File: src/rtl/uart_cfg_seq.sv
// Programs a 16550-style UART (LCR/DLAB, DLL, DLM, LCR, FCR, optional LCR read-back) from one start pulse.
// Latency: 5 writes at N+1..N+5, done_o at N+8 (verify) or N+6; start_i is dropped unless idle, no backpressure.
module uart_cfg_seq #(
  parameter bit VERIFY_EN = 1'b1
) (
  input  logic        clk,
  input  logic        rst,
  input  logic        start_i,
  input  logic [15:0] divisor_i,
  input  logic [6:0]  lcr_i,
  input  logic [7:0]  fcr_i,
  output logic        wr_o,
  output logic        rd_o,
  output logic [2:0]  addr_o,
  output logic [7:0]  dout_o,
  input  logic [7:0]  din_i,
  output logic        busy_o,
  output logic        done_o,
  output logic        err_o
);

  typedef enum logic [3:0] {
    IDLE, W_LCRD, W_DLL, W_DLM, W_LCR, W_FCR, R_LCR, CHK, DONE
  } state_t;

  state_t      state_q, state_d;
  logic [15:0] div_q, div_d;
  logic [6:0]  lcr_q, lcr_d;
  logic [7:0]  fcr_q, fcr_d;
  logic        err_q, err_d;
  logic        wr_q, wr_d;
  logic        rd_q, rd_d;
  logic [2:0]  addr_q, addr_d;
  logic [7:0]  dout_q, dout_d;
  logic        busy_q, busy_d;
  logic        done_q, done_d;

  always_comb begin
    state_d = state_q;
    div_d   = div_q;
    lcr_d   = lcr_q;
    fcr_d   = fcr_q;
    err_d   = err_q;
    unique case (state_q)
      IDLE: begin
        if (start_i) begin
          if (divisor_i != 16'd0) begin
            div_d   = divisor_i;
            lcr_d   = lcr_i;
            fcr_d   = fcr_i;
            err_d   = 1'b0;
            state_d = W_LCRD;
          end else begin
            err_d   = 1'b1;
            state_d = DONE;
          end
        end
      end
      W_LCRD:  state_d = W_DLL;
      W_DLL:   state_d = W_DLM;
      W_DLM:   state_d = W_LCR;
      W_LCR:   state_d = W_FCR;
      W_FCR:   state_d = VERIFY_EN ? R_LCR : DONE;
      R_LCR:   state_d = CHK;
      CHK: begin
        if (din_i != {1'b0, lcr_q}) err_d = 1'b1;
        state_d = DONE;
      end
      DONE:    state_d = IDLE;
      default: state_d = IDLE;
    endcase
  end

  // Outputs are decoded from the next state so each strobe lands in the cycle its state occupies.
  always_comb begin
    wr_d   = 1'b0;
    rd_d   = 1'b0;
    addr_d = 3'd0;
    dout_d = 8'd0;
    unique case (state_d)
      W_LCRD: begin wr_d = 1'b1; addr_d = 3'd3; dout_d = {1'b1, lcr_d}; end
      W_DLL:  begin wr_d = 1'b1; addr_d = 3'd0; dout_d = div_d[7:0];    end
      W_DLM:  begin wr_d = 1'b1; addr_d = 3'd1; dout_d = div_d[15:8];   end
      W_LCR:  begin wr_d = 1'b1; addr_d = 3'd3; dout_d = {1'b0, lcr_d}; end
      W_FCR:  begin wr_d = 1'b1; addr_d = 3'd2; dout_d = fcr_d;         end
      R_LCR:  begin rd_d = 1'b1; addr_d = 3'd3;                         end
      default: ;
    endcase
    busy_d = (state_d != IDLE);
    done_d = (state_d == DONE);
  end

  always_ff @(posedge clk) begin
    if (rst) begin
      state_q <= IDLE;
      div_q   <= 16'd0;
      lcr_q   <= 7'd0;
      fcr_q   <= 8'd0;
      err_q   <= 1'b0;
      wr_q    <= 1'b0;
      rd_q    <= 1'b0;
      addr_q  <= 3'd0;
      dout_q  <= 8'd0;
      busy_q  <= 1'b0;
      done_q  <= 1'b0;
    end else begin
      state_q <= state_d;
      div_q   <= div_d;
      lcr_q   <= lcr_d;
      fcr_q   <= fcr_d;
      err_q   <= err_d;
      wr_q    <= wr_d;
      rd_q    <= rd_d;
      addr_q  <= addr_d;
      dout_q  <= dout_d;
      busy_q  <= busy_d;
      done_q  <= done_d;
    end
  end

  assign wr_o   = wr_q;
  assign rd_o   = rd_q;
  assign addr_o = addr_q;
  assign dout_o = dout_q;
  assign busy_o = busy_q;
  assign done_o = done_q;
  assign err_o  = err_q;

endmodule

File: config.mk
export PLATFORM = sky130hd
export DESIGN_NAME = uart_cfg_seq
export DESIGN_NICKNAME = d
export VERILOG_FILES = /design/src/rtl/uart_cfg_seq.sv
export SDC_FILE = /design/constraint.sdc
export NUM_CORES = 1
export LEC_CHECK = 0
export BUFFER_PORTS_ARGS = -buffer_cell sky130_fd_sc_hd__clkbuf_2
export CAP_MARGIN = 20
export CORE_MARGIN = 2
export CORE_UTILIZATION = 30
export DETAILED_ROUTE_END_ITERATION = 7
export GPL_TIMING_DRIVEN = 0
export REMOVE_ABC_BUFFERS = 1
export SETUP_SLACK_MARGIN = 0.05
export SYNTH_ARGS = -nofsm -noshare
export SYNTH_HDL_FRONTEND = slang
export SYNTH_SLANG_ARGS = --single-unit
File: constraint.sdc
create_clock -name clk -period 1.8 [get_ports clk]
set_input_delay 0.18 -clock clk [delete_from_list [all_inputs] [get_ports clk]]
set_output_delay 0.18 -clock clk [all_outputs]
set_load 0.01 [all_outputs]
* Word-level counts from Yosys, hierarchy flattened
Cells that the tools add are included.
** Cells by class
- Shift-type cells :: 0
- Muxes and demuxes :: 20
- $mul :: 0
- Equality and inequality tests :: 17
- $lt $le $gt $ge :: 0
- Bitwise gates (word level) :: 0
- Divide/modulo/power cells :: 0
- Reduce and logical (&&, ||, !) cells :: 7
- $add $sub $neg :: 0
** Operators with widths (count)
- $mux W16 :: 3
- $pmux W8 S5 :: 1
- $pmux W4 S8 :: 1
- $eq A4 B3 Y1 const B :: 7
- $mux W8 :: 3
- $mux W7 :: 3
- $eq A4 B2 Y1 const B :: 4
- $reduce_bool A16 Y1 :: 1
- $eq A4 B1 Y1 const B :: 2
- $mux W4 :: 2
- $ne A8 B7 Y1 :: 1
- $pmux W2 S3 :: 1
- $mux W1 :: 5
- $reduce_or A5 Y1 :: 1
- $eq A4 B4 Y1 const B :: 1
- $logic_not A4 Y1 :: 1
- $ne A2 B2 Y1 const B :: 2
- $reduce_bool A4 Y1 :: 1
- $reduce_and A3 Y1 :: 1
- $reduce_or A3 Y1 :: 1
- $pmux W1 S2 :: 1
- $reduce_bool A2 Y1 :: 1
** Word-level totals
- Flip-flop bits (word level) :: 51
- Memory bits (writable) :: 0
- Latch bits :: 0
- Word-level logic and storage cells :: 55
- Bits in read-only memories :: 0
- Memories :: 0

* Longest topological paths before layout
- Word-level depth :: 7
- Gate-level depth with buffers :: 6
- Depth with buffers taken out :: 4

* Least setup slack after synthesis
Ideal clock, no wire load.
- Path type :: reg-to-reg
- Start :: register state_q[3]
- End :: register dout_q[4], in the netlist dout_o[4]
- Data arrival time :: 1.234 ns
- Cell stages (with the launch flop) :: 6
- Required time :: 1.714 ns
- Slack :: 0.479 ns
- Clock period less this slack :: 1.321 ns
- Path through :: dfxtp_1 > or2_2 > clkbuf_1 > a211oi_1 > a21oi_1 > a221oi_2
** Between the ends
- Longest elaborated chain between the ends :: 4
- Elaborated cells on any way between the ends :: 19
** Ends and longest elaborated chain
- from (decl) :: RTL line 26 : state_t state_q, state_d;
- from (signal assigned) :: RTL line 107 : state_q <= state_d;
- $eq A4 B3 Y1 (tied with other cells) :: RTL line 44 : unique case (state_q)
- $pmux W4 S8 :: RTL line 44
- $eq A4 B3 Y1 (tied with other cells) :: RTL line 80 : unique case (state_d)
- $pmux W8 S5 (*) :: RTL line 80
- to (signal assigned) :: RTL line 115 : dout_q <= dout_d;
- to (decl) :: RTL line 34 : logic [7:0] dout_q, dout_d;
Every way passes the cells marked *; elsewhere a longest branch is shown, timed or not.
A chain may end at the register's enable or synchronous reset.

* Worst setup path after layout
- Start :: input port divisor_i[9]
- End :: register dout_q[5], in the netlist dout_o[5]
** Between the ends
- Longest elaborated chain between the ends :: 6
- Elaborated cells on any way between the ends :: 19
** Ends and longest elaborated chain
- from (decl) :: RTL line 9 : input logic [15:0] divisor_i,
- $reduce_bool A16 Y1 (*) :: RTL line 47 : if (divisor_i != 16'd0) begin
- $mux W4 :: RTL line 47
- $mux W4 :: RTL line 46 : if (start_i) begin
- $pmux W4 S8 :: RTL line 44
- $eq A4 B3 Y1 (tied with other cells) :: RTL line 80
- $pmux W8 S5 (*) :: RTL line 80
Marked as above.

==> metrics.txt <==
status=finished, final reports clean; Hold Violations, Final=0; Critical Path Start=divisor_i[9]; element type at the critical path end=register; I/O pin total=58; most frequent cell after synthesis=a21oi_1; Distinct cells, synth=40; drc violations=0; Die Height=90.77 microns; Final setup viols=0; Worst-path clk slew=0.09 ns; Placement Cell Area=2618 sq um; cell taking the most area after synthesis=dfxtp_1; GPL Wtd Cong=0.7970; Iteration-0 DRC Markers=162; # diodes=0; Setup CP Type=in -> reg; GRT Resource Usage Total=13.81%; synthesized area=2258 sq um; slowest CP cell=and4_1; DR pass1 iterations=4; vias in the first global route=1,881; commonest cells in the netlist=a21oi_1 (54), dfxtp_1 (50), nand3_1 (31), o21ai_1 (27), clkbuf_1 (12); leakage=1.061 nW; Yosys top cell area share=44.32%; Arr. time, crit path=1.83 ns; Via Count=2,092; register area share after synthesis=44.32%; Synth Area per Inst=8.555 sq um; Worst Path Max Fanout=22; worst reg2reg startpoint=state_q[2]; Inserted Clock Buffers=5; Setup TNS Final=0 ns; Total Die Area=8238 sq um; Hold WC Path Type=in -> reg; hold endpoint=fcr_q[1]; Core ar.=7253 sq um; flop2flop setup slack=0.20 ns; number of cell rows=31; Pwr Density=1093 nW/um^2; Max Cap Viol=0; WL per Instance=14.77 microns; fraction of layout cells with a size suffix above 1=27.74%; cell chain of the critical path=clkbuf_2 -> nor4_2 -> and4_1 -> buf_16 -> nor2_1 -> a32o_1; grt ovf=0; RSZ-0062 raised after global routing=true; top_reg_cell synth=dfxtp_1; Synth area leaders=dfxtp_1 (44%), a21oi_1 (12%), nand3_1 (6.9%), o21ai_1 (6.0%), mux2i_1 (3.5%); number of flops mapped to enable cells by yosys=0; CTS tree=yes; I/O Buffers=56; WP buf/inv=2; largest net degree at the start of global routing=49; H-tree depth=2; Worst Hold Path Cells=3; Die W=90.77 microns; Crit path max-delay family=simple AND/OR/NAND/NOR gates; Post-synth ARST share=0%; capture point of the worst reg-to-reg path=dout_o[4]; clock root buffer=clkbuf_8; FF-to-FF path depth=4; register bit total from synthesis=50; nets@finish=351; initial antenna violation count=0; startpoint types=input port; actual slew at the worst max-slew pin=0.9430 ns; Finished Cell Area=2781 sq um; WP data required=2.00 ns; Via density=5.115; Fmax=0.6136 GHz; Sink Count=50; Clock Latency Late Sink=0.30 ns; final WL=6.040 mm; Yosys warning count=0; CTS Hold Bufs=0; Period Utilization, post-route=90.54%; Area growth, synth to finish=23.16%; Worst Hold Launch=fcr_i[1]; Clock Tree Buf Depth=2; worst vdd ir=335.6 uV; relative max-transition margin=37.13%; Final min period=1.630 ns; Setup Skew=0.008532 ns; post-DP HPWL=4.026 mm; Post-Synthesis Cells=264; Slew Limit Fails=0; first-pass GRT wire length=9.246 mm; Starting Density=31.14%; Antenna Nets Post-Route=0; max incr delay on CP=0.60 ns
-- state kept, by name (all words and copies together), names as in the netlist --
register and cells:
err_o 1, addr_o 2, div_q 16, lcr_q 7, rd_o 1, dout_o 8, wr_o 1, busy_o 1
done_o 1, state_q 4, fcr_q 8
-- layout by cell type (no fill, tap or decap), types with 2 or more instances in the layout --
cell,count
a211oi_1,6
a21oi_1,54
a22oi_1,2
buf_16,2
buf_4,2
buf_6,2
clkbuf_2,56
clkbuf_8,5
dfxtp_1,47
dfxtp_4,2
mux2i_1,8
nand2_1,2
nand2b_1,4
nand3_1,31
nor2_1,9
nor2b_1,2
nor4_1,2
nor4_2,4
o21ai_0,5
o21ai_1,27
or2_2,2
xnor2_1,2
xor2_1,8
-- final cells by class --
cell class / count / area, sq um
tap: 99 / 123.9
inverter: 1 / 3.754
clock inverter: 2 / 37.54
multi-input combinational: 189 / 1161
fill: 772 / 4472
clock buffer: 6 / 72.57
timing repair buffer: 62 / 372.9
sequential: 50 / 1010
-- worst max path at each step --
stage,slack (ns),to,cells past startpoint
after floorplan,-0.27,dout_o[4],4
after global placement,-1.01,dout_o[4],5
after detailed placement,-0.49,dout_o[5],4
after CTS,0.06,dout_o[4],4
after global routing,0.04,dout_o[5],6
final,0.17,dout_o[5],6
-- repair_timing --
| item | CTS | global route |
|---|---|---|
| setup endpoints to repair | 46 | 41 |
| gates cloned | 0 | 1 |
| resized for setup | 6 | 4 |
| pin swaps | 0 | 2 |
| setup buffers | 0 | 2 |
-- through the flow --
step	std cells	total power (W)	hold WS, ns	setup slack [ns]	util, %
final	409	0.003041	0.09824	0.1703	38.35
after global routing	409	0.003198	0.1007	0.03600	38.35
after CTS	406	0.003019	0.09163	0.05791	37.81
after detailed placement	398	0.002228	0.4248	-0.4936	36.09
after global placement	394	0.002175	0.4205	-1.013	35.02
after floorplan	239	0.001905	0.2462	-0.2745	-
-- per-layer routing --
layer | vias up | track usage (%) | share of wire (%)
met5 | - | 0 | 0
met4 | 0 | 4.231 | 1.1
met3 | 7 | 3.005 | 5.7
met2 | 73 | 21.64 | 47
met1 | 964 | 18.96 | 46
li1 | 1048 | - | -
-- power breakdown --
| group | total, W | switching (W) | internal [W] |
|---|---|---|---|
| Clock | 0.000791 | 0.000376 | 0.000415 |
| Sequential | 0.00144 | 0.000164 | 0.00127 |
| Combinational | 0.000811 | 0.000453 | 0.000358 |
-- worst min-delay path, delay by kind of cell --
family                 cells  cell delay (ns)
buffers and inverters      1             0.08
and+or+nand+nor            1             0.05
AOI/OAI and AO/OA          1             0.05
-- logic make-up after synthesis --
kind of cell / share of synthesized area [%]
AO/OA/AOI/OAI: 25.10
AND/OR/NAND/NOR: 17.40
flip-flops: 44.32
buffers and inverters: 5.596
XOR/XNOR: 3.878
multiplexers: 3.546
other: 0.1660
Power figures use the tool's default switching activity.
